## config.mk

```make
export PLATFORM = sky130hd
export DESIGN_NAME = wam_autoplayer
export DESIGN_NICKNAME = d
export VERILOG_FILES = /design/src/rtl/wam_autoplayer_pkg.sv /design/src/rtl/wam_autoplayer_down_counter.sv /design/src/rtl/wam_autoplayer.sv
export SDC_FILE = /design/constraint.sdc
export NUM_CORES = 1
export LEC_CHECK = 0
export BUFFER_PORTS_ARGS = -buffer_cell sky130_fd_sc_hd__buf_2
export CORE_MARGIN = 2
export CORE_UTILIZATION = 43
export CTS_CLUSTER_SIZE = 12
export DETAILED_ROUTE_END_ITERATION = 6
export GPL_TIMING_DRIVEN = 1
export PLACE_DENSITY_LB_ADDON = 0.3
export SYNTH_ARGS = -nofsm -noshare
export SYNTH_HDL_FRONTEND = slang
export SYNTH_HIERARCHICAL = 1
export SYNTH_SLANG_ARGS = --single-unit
```

## constraint.sdc

```tcl
create_clock -name clk -period 4 [get_ports clk]
set_clock_uncertainty 0.1 [all_clocks]
set_input_delay 0.6 -clock clk [delete_from_list [all_inputs] [get_ports clk]]
set_output_delay 0.6 -clock clk [all_outputs]
set_load 0.005 [all_outputs]
```

## src/rtl/wam_autoplayer_pkg.sv

```systemverilog
// Shared types and sizing helpers for the whack-a-mole autoplayer.
package wam_autoplayer_pkg;

    typedef enum logic [2:0] {
        ST_IDLE    = 3'd0,
        ST_WAIT    = 3'd1,
        ST_PRESS   = 3'd2,
        ST_RELEASE = 3'd3,
        ST_CHECK   = 3'd4
    } state_t;

    // Bits needed to hold values 0..max_val (at least one bit).
    function automatic int cnt_w(input int max_val);
        return (max_val < 1) ? 1 : $clog2(max_val + 1);
    endfunction

endpackage

```

## src/rtl/wam_autoplayer_down_counter.sv

```systemverilog
// Loadable down counter that stops at zero and flags it.
module wam_autoplayer_down_counter #(
    parameter int W = 8
) (
    input  logic         clk,
    input  logic         rst_n,
    input  logic         load,
    input  logic [W-1:0] load_val,
    output logic         zero
);

    logic [W-1:0] count;

    // Load wins over decrement; the count parks at zero until reloaded.
    always_ff @(posedge clk) begin
        if (!rst_n)
            count <= '0;
        else if (load)
            count <= load_val;
        else if (count != '0)
            count <= count - 1'b1;
    end

    assign zero = (count == '0);

endmodule

```

## src/rtl/wam_autoplayer.sv

```systemverilog
// Autoplayer / self-checker: presses the active mole after a delay and
// cross-checks the game core's score against its own hit count.
module wam_autoplayer
    import wam_autoplayer_pkg::*;
#(
    parameter int NUM_MOLES    = 4,
    parameter int DELAY_W      = 8,
    parameter int PRESS_CYCLES = 4,
    parameter int SCORE_W      = 8,
    parameter int SCORE_LAT    = 2,
    parameter int TIMEOUT      = 255,
    parameter int MISS_EVERY   = 0
) (
    input  logic                 clk,
    input  logic                 rst_n,
    input  logic                 ena,
    input  logic [DELAY_W-1:0]   cfg_delay,
    input  logic [NUM_MOLES-1:0] mole_in,
    input  logic [SCORE_W-1:0]   score_in,
    output logic [NUM_MOLES-1:0] btn_out,
    output logic                 busy,
    output logic [SCORE_W-1:0]   hits,
    output logic [SCORE_W-1:0]   misses,
    output logic                 err_score,
    output logic                 err_multi,
    output logic                 err_stuck
);

    localparam int PW      = cnt_w(PRESS_CYCLES - 1);
    localparam int LW      = cnt_w(SCORE_LAT);
    localparam int TW      = cnt_w(TIMEOUT - 1);
    localparam int ME_LAST = (MISS_EVERY > 0) ? MISS_EVERY - 1 : 0;
    localparam int MW      = cnt_w(ME_LAST);

    state_t                 state, state_nxt;
    logic [NUM_MOLES-1:0]   cur, btn_nxt;
    logic [MW-1:0]          phase;
    logic                   skip_cur;
    logic                   dly_zero, press_zero, lat_zero, to_zero;
    logic                   detect, start_press, do_skip, hit_inc, miss_inc;
    logic                   load_to, load_lat, stuck, check_now;

    wire mole_onehot = $onehot(mole_in);
    wire mole_multi  = ($countones(mole_in) > 1);
    wire changed     = (mole_in != cur);

    wam_autoplayer_down_counter #(.W(DELAY_W)) u_dly (
        .clk(clk), .rst_n(rst_n), .load(detect), .load_val(cfg_delay), .zero(dly_zero));
    wam_autoplayer_down_counter #(.W(PW)) u_press (
        .clk(clk), .rst_n(rst_n), .load(start_press), .load_val(PW'(PRESS_CYCLES - 1)),
        .zero(press_zero));
    wam_autoplayer_down_counter #(.W(LW)) u_lat (
        .clk(clk), .rst_n(rst_n), .load(load_lat), .load_val(LW'(SCORE_LAT)), .zero(lat_zero));
    wam_autoplayer_down_counter #(.W(TW)) u_to (
        .clk(clk), .rst_n(rst_n), .load(load_to), .load_val(TW'(TIMEOUT - 1)), .zero(to_zero));

    // State register.
    always_ff @(posedge clk) begin
        if (!rst_n) state <= ST_IDLE;
        else        state <= state_nxt;
    end

    // Next-state logic; dropping ena aborts from anywhere.
    always_comb begin
        state_nxt = state;
        case (state)
            ST_IDLE:    if (ena && mole_onehot) state_nxt = ST_WAIT;
            ST_WAIT:    if (changed)            state_nxt = ST_IDLE;
                        else if (dly_zero)      state_nxt = skip_cur ? ST_RELEASE : ST_PRESS;
            ST_PRESS:   if (press_zero)         state_nxt = ST_RELEASE;
            ST_RELEASE: if (changed)            state_nxt = ST_CHECK;
                        else if (to_zero)       state_nxt = ST_IDLE;
            ST_CHECK:   if (lat_zero)           state_nxt = ST_IDLE;
            default:                            state_nxt = ST_IDLE;
        endcase
        if (!ena) state_nxt = ST_IDLE;
    end

    // Per-state strobes and next button value; all gated by ena so an abort counts nothing.
    always_comb begin
        detect      = (state == ST_IDLE) && ena && mole_onehot;
        start_press = (state == ST_WAIT) && ena && !changed && dly_zero && !skip_cur;
        do_skip     = (state == ST_WAIT) && ena && !changed && dly_zero && skip_cur;
        miss_inc    = ((state == ST_WAIT) && ena && changed) || do_skip;
        hit_inc     = (state == ST_PRESS) && ena && press_zero;
        load_to     = hit_inc || do_skip;
        load_lat    = (state == ST_RELEASE) && ena && changed;
        stuck       = (state == ST_RELEASE) && ena && !changed && to_zero;
        check_now   = (state == ST_CHECK) && ena && lat_zero;
        btn_nxt     = '0;
        if (start_press || ((state == ST_PRESS) && ena && !press_zero))
            btn_nxt = cur;
    end

    // Registered outputs, mole latch, skip phase, saturating counters and sticky flags.
    // The skip phase is a modulo-MISS_EVERY counter, i.e. the mole sequence number mod N.
    always_ff @(posedge clk) begin
        if (!rst_n) begin
            btn_out   <= '0;
            busy      <= 1'b0;
            cur       <= '0;
            phase     <= '0;
            skip_cur  <= 1'b0;
            hits      <= '0;
            misses    <= '0;
            err_score <= 1'b0;
            err_multi <= 1'b0;
            err_stuck <= 1'b0;
        end else begin
            btn_out <= btn_nxt;
            busy    <= (state_nxt != ST_IDLE);
            if (detect) begin
                cur      <= mole_in;
                skip_cur <= (MISS_EVERY != 0) && (phase == MW'(ME_LAST));
                phase    <= (phase == MW'(ME_LAST)) ? '0 : phase + 1'b1;
            end
            if (hit_inc && (hits != '1))    hits   <= hits + 1'b1;
            if (miss_inc && (misses != '1)) misses <= misses + 1'b1;
            if (ena && mole_multi)          err_multi <= 1'b1;
            if (stuck)                      err_stuck <= 1'b1;
            if (check_now && (score_in != hits)) err_score <= 1'b1;
        end
    end

endmodule
```

==> results.json, run 1 <==
{
  "layout-drive-gt1-share": 0.191,
  "critPathMaxFanout": 9,
  "highest_layer": "met4",
  "r2r_cells": 6,
  "gp_congestion": 0.780,
  "timing.rr.start": "u_dly/count[3]",
  "hold_depth": 2,
  "power_switching_mw": 0.537,
  "post_dp_cell_area_sq_mm": 0.00312,
  "path_cells": "buf_2 -> inv_1 -> fa_1 -> inv_1 -> ha_1 -> inv_1 -> ha_1 -> or3b_1 -> or4_1 -> inv_1 -> inv_1 -> o21ai_0 -> a311oi_2",
  "cp-end-kind": "register",
  "setup_viol": 0,
  "cp.depth": 13,
  "fin_nets": 399,
  "final_cells": 444,
  "finalSetupTns_ns": 0,
  "num_vias": 2379,
  "cts_resized": 0,
  "synth.area.top_cells": "dfxtp_1 36%, xor2_1 5.3%, ha_1 4.0%",
  "synth-seq-area-share": 0.364,
  "synth_ff_type": "dfxtp_1",
  "critPathTopFamily": "adder cells",
  "nFillCells": 595,
  "criticalPathCategory": "input port to register",
  "max_freq_mhz": 300,
  "crit_path_start_kind": "input port",
  "cts_tree": "done",
  "numPortBuffers": 46,
  "multi_input_area_sq_mm": 0.00166,
  "cts_hold_buf": 0,
  "ios": 47,
  "max_slew_margin": 0.537,
  "hold_path_class": "register to register",
  "hpwlAfterDp_um": 4170,
  "peakVddDrop_v": 0.000209,
  "drtIter0Drc": 87,
  "drv_cap": 0,
  "status": "completed",
  "dieArea_sq_mm": 0.00719,
  "power.density_mw_per_mm2": 472,
  "synth_edf_count": 0,
  "rrSetupSlack_ns": 1.57,
  "syn2layout_area_growth_pct": 14.1,
  "antenna_found_initial": 0,
  "internal_power_mw": 0.977,
  "syn-cell-area_sq_mm": 0.00281,
  "cpMaxStageDelayCell": "fa_1",
  "hold_viol": 0,
  "async_flop_share": 0,
  "met2_length_um": 2720,
  "synth.largest_area_cell": "dfxtp_1",
  "avgSynthCellArea_sq_um": 9.00,
  "ys_warn_count": 6,
  "critical_path_buf_inv_count": 6,
  "netlist.area_leader.share": 0.364,
  "period_needed_ns": 3.33,
  "wl_met1_um": 2720,
  "routed_wirelength_um": 5770,
  "crit_required_ns": 4.09,
  "insertion_delay_ns": 0.31,
  "wl_per_cell_um": 13.0,
  "p_leak_nw": 1.37,
  "postCtsSetupRepairBufs": 0,
  "final_area_sq_mm": 0.00320,
  "start_util": 0.442,
  "pwr-share-comb": 0.371,
  "die_w_um": 84.8,
  "die_height_um": 84.8,
  "seqCellArea_sq_mm": 0.00102,
  "remaining_drc_errors": 0,
  "yosysUniqueCellTypes": 54,
  "wl_met3_um": 264,
  "antenna_cells": 0,
  "ys_top_cells_by_count": "51 x dfxtp_1, 23 x inv_1, 23 x nand2_1, 21 x nand3_1, 17 x xor2_1",
  "core_sq_mm": 0.00635,
  "yosysMostFrequentCell": "dfxtp_1",
  "grt_first_pass_wirelength_um": 9900,
  "rsz0062_at_grt": "false",
  "antenna_left": 0,
  "clock-sinks": 51,
  "cts_root_buf": "clkbuf_8",
  "worst_slew_pin_slew_ns": 0.695,
  "finalMaxSlewViolations": 0,
  "grt_pass1_vias": 2154,
  "hold_path.startpoint": "err_multi",
  "pwr-share-clk": 0.191,
  "path_clk_slew_ns": 0.09,
  "crit_top_cell": "inv_1",
  "grt_max_degree": 39,
  "grtUsageTotal": 0.167,
  "p_seq_frac": 0.438,
  "rows": 29,
  "dr.pass1.iters": 4,
  "sw_frac_of_total": 0.355,
  "fin_crit_sh": 0.832,
  "synth-seq-cells": 51,
  "min_to": "err_multi",
  "slowest_delay_ns": 0.55,
  "clock_path_buffers": 2,
  "cts_max_level": 2,
  "power.total_mw": 1.51,
  "cts_buffers": 5,
  "synthCells": 312,
  "arrival_ns": 3.42,
  "place_inst": 436,
  "grt.overflow.total": 0,
  "via_per_inst": 5.36,
  "reg2reg_to": "busy"
}
-- per-stage QoR --
step	utilization	hold slack, ns	setup WS, ns
3_3_place_gp	0.492	0.343	0.467
6_report	0.505	0.374	0.670
4_1_cts	0.505	0.379	0.652
3_5_place_dp	0.492	0.358	0.328
5_1_grt	0.505	0.404	0.476
2_1_floorplan	-	0.361	0.586
-- state kept, by name, summed over array words and instances (netlist names) --
signal	count
misses	8
hits	8
u_to/count	8
u_lat/count	2
u_dly/count	8
err_multi	1
busy	1
btn_out	4
u_press/count	2
err_stuck	1
cur	4
state	3
err_score	1
-- cells in the final DEF, fill, tap and decap left out, types with 9 or more instances in the layout --
master	instances
mux2i_1	10
xor2_1	17
a21oi_1	13
nor2_1	15
inv_1	23
nand2_1	23
buf_2	46
dfxtp_1	51
ha_1	9
o21ai_0	11
conb_1	12
o31ai_1	14
nand3_1	21
-- layout make-up --
| class | instances | share of cell area |
|---|---|---|
| sequential | 51 | 0.319 |
| tap | 77 | 0.0301 |
| inverter | 24 | 0.0281 |
| multi-input combinational | 235 | 0.519 |
| clock inverter | 1 | 0.00156 |
| timing repair buffer | 49 | 0.0789 |
| clock buffer | 7 | 0.0238 |
-- cells by family after synthesis --
group,after synthesis,synth area share
other cells,2,0.00267
buf+inv,36,0.0575
xor+xnor,24,0.0749
flops,51,0.364
compound gates,60,0.150
mux,10,0.0357
simple gates,119,0.269
fa+ha+maj,10,0.0472
-- worst max path at each step --
stage | from | to | slack [ns]
2_1_floorplan | mole_in[0] | u_dly/count[1] | 0.59
3_3_place_gp | mole_in[0] | u_dly/count[1] | 0.47
3_5_place_dp | mole_in[0] | u_dly/count[1] | 0.33
4_1_cts | mole_in[0] | u_dly/count[1] | 0.65
5_1_grt | mole_in[0] | u_dly/count[1] | 0.48
6_report | mole_in[0] | u_dly/count[1] | 0.67
-- metal layers --
metal	GRT usage	vias to the layer above
met3	0.0383	8
met5	0	-
met4	0.0476	0
li1	-	1218
met2	0.278	45
met1	0.218	1108
-- worst min-delay path, stage by stage (launching register included) --
cell     delay (ns)
dfxtp_1        0.34
a31oi_1        0.04
nor2_1         0.07
-- power groups by stage --
stage,clock network [mW],logic [mW],registers (mW)
6_report,0.289,0.562,0.663
2_1_floorplan,0,0.489,0.660
3_3_place_gp,0,0.545,0.672
4_1_cts,0.297,0.564,0.662
3_5_place_dp,0,0.560,0.674
5_1_grt,0.319,0.643,0.673
Power figures use the tool's default switching activity.
==> run 2, diff against run 1 <==
- clock period: 4 -> 2.7 ns (I/O delays scaled with it)
==> run 2 against run 1 <==
Final cell count grew 1.8%. Flip-flop and latch count is the same. Register-to-register slack lost 1.1 ns. Die area is the same. Global-route usage shrank 0.37 points. Core utilization grew 2.5 points. Cell area grew 4.9%. Combinational power grew 60%. Hold slack lost 0.15 ns. Power grew 54%.
==> results.json, run 2 (synthesized netlist as in run 1, its figures left out) <==
{
  "whs_ns": 0.226,
  "cpMaxStageDelayCell": "fa_1",
  "highest_layer": "met4",
  "dieArea_sq_mm": 0.00719,
  "place_inst": 443,
  "critPathMaxFanout": 4,
  "final_area_sq_mm": 0.00336,
  "antenna_found_initial": 0,
  "arrival_ns": 2.77,
  "peakVddDrop_v": 0.000352,
  "path_clk_slew_ns": 0.10,
  "numPortBuffers": 46,
  "clock_path_buffers": 2,
  "via_per_inst": 5.29,
  "grt_max_degree": 24,
  "remaining_drc_errors": 0,
  "die_w_um": 84.8,
  "wl_per_cell_um": 12.7,
  "syn2layout_area_growth_pct": 19.7,
  "cts_buffers": 5,
  "die_height_um": 84.8,
  "clock-sinks": 51,
  "cp-end-kind": "register",
  "final_common_cell": "dfxtp_1",
  "p_leak_nw": 1.43,
  "drtIter0Drc": 70,
  "cts_tree": "done",
  "wl_met1_um": 2680,
  "worst_slew_pin_slew_ns": 0.599,
  "status": "completed",
  "final_cells": 452,
  "cts_root_buf": "clkbuf_8",
  "crit_required_ns": 2.79,
  "grt_pass1_vias": 2212,
  "wl_met3_um": 229,
  "finalMaxSlewViolations": 0,
  "antenna_cells": 0,
  "criticalPathCategory": "input port to register",
  "crit_path_start_kind": "input port",
  "max_freq_mhz": 374,
  "max_slew_margin": 0.599,
  "fin_nets": 407,
  "power.density_mw_per_mm2": 691,
  "period_needed_ns": 2.67,
  "hold_path_class": "input port to register",
  "routed_wirelength_um": 5760,
  "grt.overflow.total": 0,
  "ios": 47,
  "setup_viol": 0,
  "start_util": 0.442,
  "layout-drive-gt1-share": 0.245,
  "rrSetupSlack_ns": 0.45,
  "fin_util": 0.529,
  "num_vias": 2392,
  "grtUsageTotal": 0.163,
  "met2_length_um": 2770,
  "dr.pass1.iters": 4,
  "gp_congestion": 0.757,
  "post_dp_cell_area_sq_mm": 0.00321,
  "rows": 29,
  "rsz0062_at_grt": "true",
  "fin_crit_sh": 0.990,
  "drv_cap": 0,
  "power.total_mw": 2.32,
  "antenna_left": 0,
  "slowest_delay_ns": 0.53,
  "core_sq_mm": 0.00635,
  "final_cell_mix": "51 x dfxtp_1, 44 x buf_2, 22 x nand2_1, 21 x nand3_1",
  "path_cells": "buf_8 -> inv_8 -> fa_1 -> inv_1 -> ha_2 -> inv_2 -> ha_4 -> or3b_4 -> or4_4 -> buf_12 -> mux2i_1 -> nor2_1",
  "hold_viol": 0,
  "grt_first_pass_wirelength_um": 9770,
  "cts_max_level": 2,
  "insertion_delay_ns": 0.30,
  "hpwlAfterDp_um": 4270
}
run 2: cell types whose count changed in the layout (fill, tap and decap cells not counted), sizes merged:
| cell | delta |
|---|---|
| clkbuf | -2 |
| inv | +1 |
| buf | +8 |
| clkinv | +1 |
run 2: timing repair:
item / CTS / global route
hold buffers: 0 / 0
setup buffers: 2 / 0
gates resized for setup: 7 / 4
pin swaps: 1 / 0
setup endpoints to repair: 8 / 12
run 2: path summary, 6_finish.rpt:
path,from,endpoint,cells after the start
hold reg to reg,err_score,err_score,1
setup reg to reg,misses[0],misses[3],5
hold / removal,cfg_delay[4],u_dly/count[4],3
setup / recovery,mole_in[3],cur[0],12
run 2: metal layers:
| metal | up-vias | GRT usage |
|---|---|---|
| met5 | - | 0 |
| met4 | 0 | 0.0592 |
| met3 | 6 | 0.0364 |
| met2 | 48 | 0.277 |
| met1 | 1101 | 0.204 |
| li1 | 1237 | - |
run 2: cell type report:
cell class | count | area (sq um)
fill | 566 | 2990
multi-input combinational | 235 | 1690
sequential | 51 | 1020
timing repair buffer | 57 | 354
inverter | 24 | 113
tap | 77 | 96.3
clock buffer | 5 | 68.8
clock inverter | 3 | 18.8
run 2: power by group:
part	total, mW	leakage [nW]	switching [mW]	internal [mW]
Sequential	0.985	0.416	0.115	0.870
Clock	0.437	0.0483	0.254	0.183
Combinational	0.902	0.966	0.454	0.448
Total	2.32	1.43	0.824	1.50
run 2: metrics by stage:
step	setup TNS, ns	worst slack (ns)
floorplan	-1.15	-0.144
global placement	-3.71	-0.350
detailed placement	-4.23	-0.428
CTS	0	0.00223
global route	-0.237	-0.0448
finish	0	0.0275
run 2: critical path, delay by kind of cell:
family | cells | cell delay, ns
adder cells (fa/ha/maj) | 3 | 0.90
buffers and inverters | 5 | 0.39
multiplexers | 1 | 0.14
AND/OR/NAND/NOR | 3 | 0.93
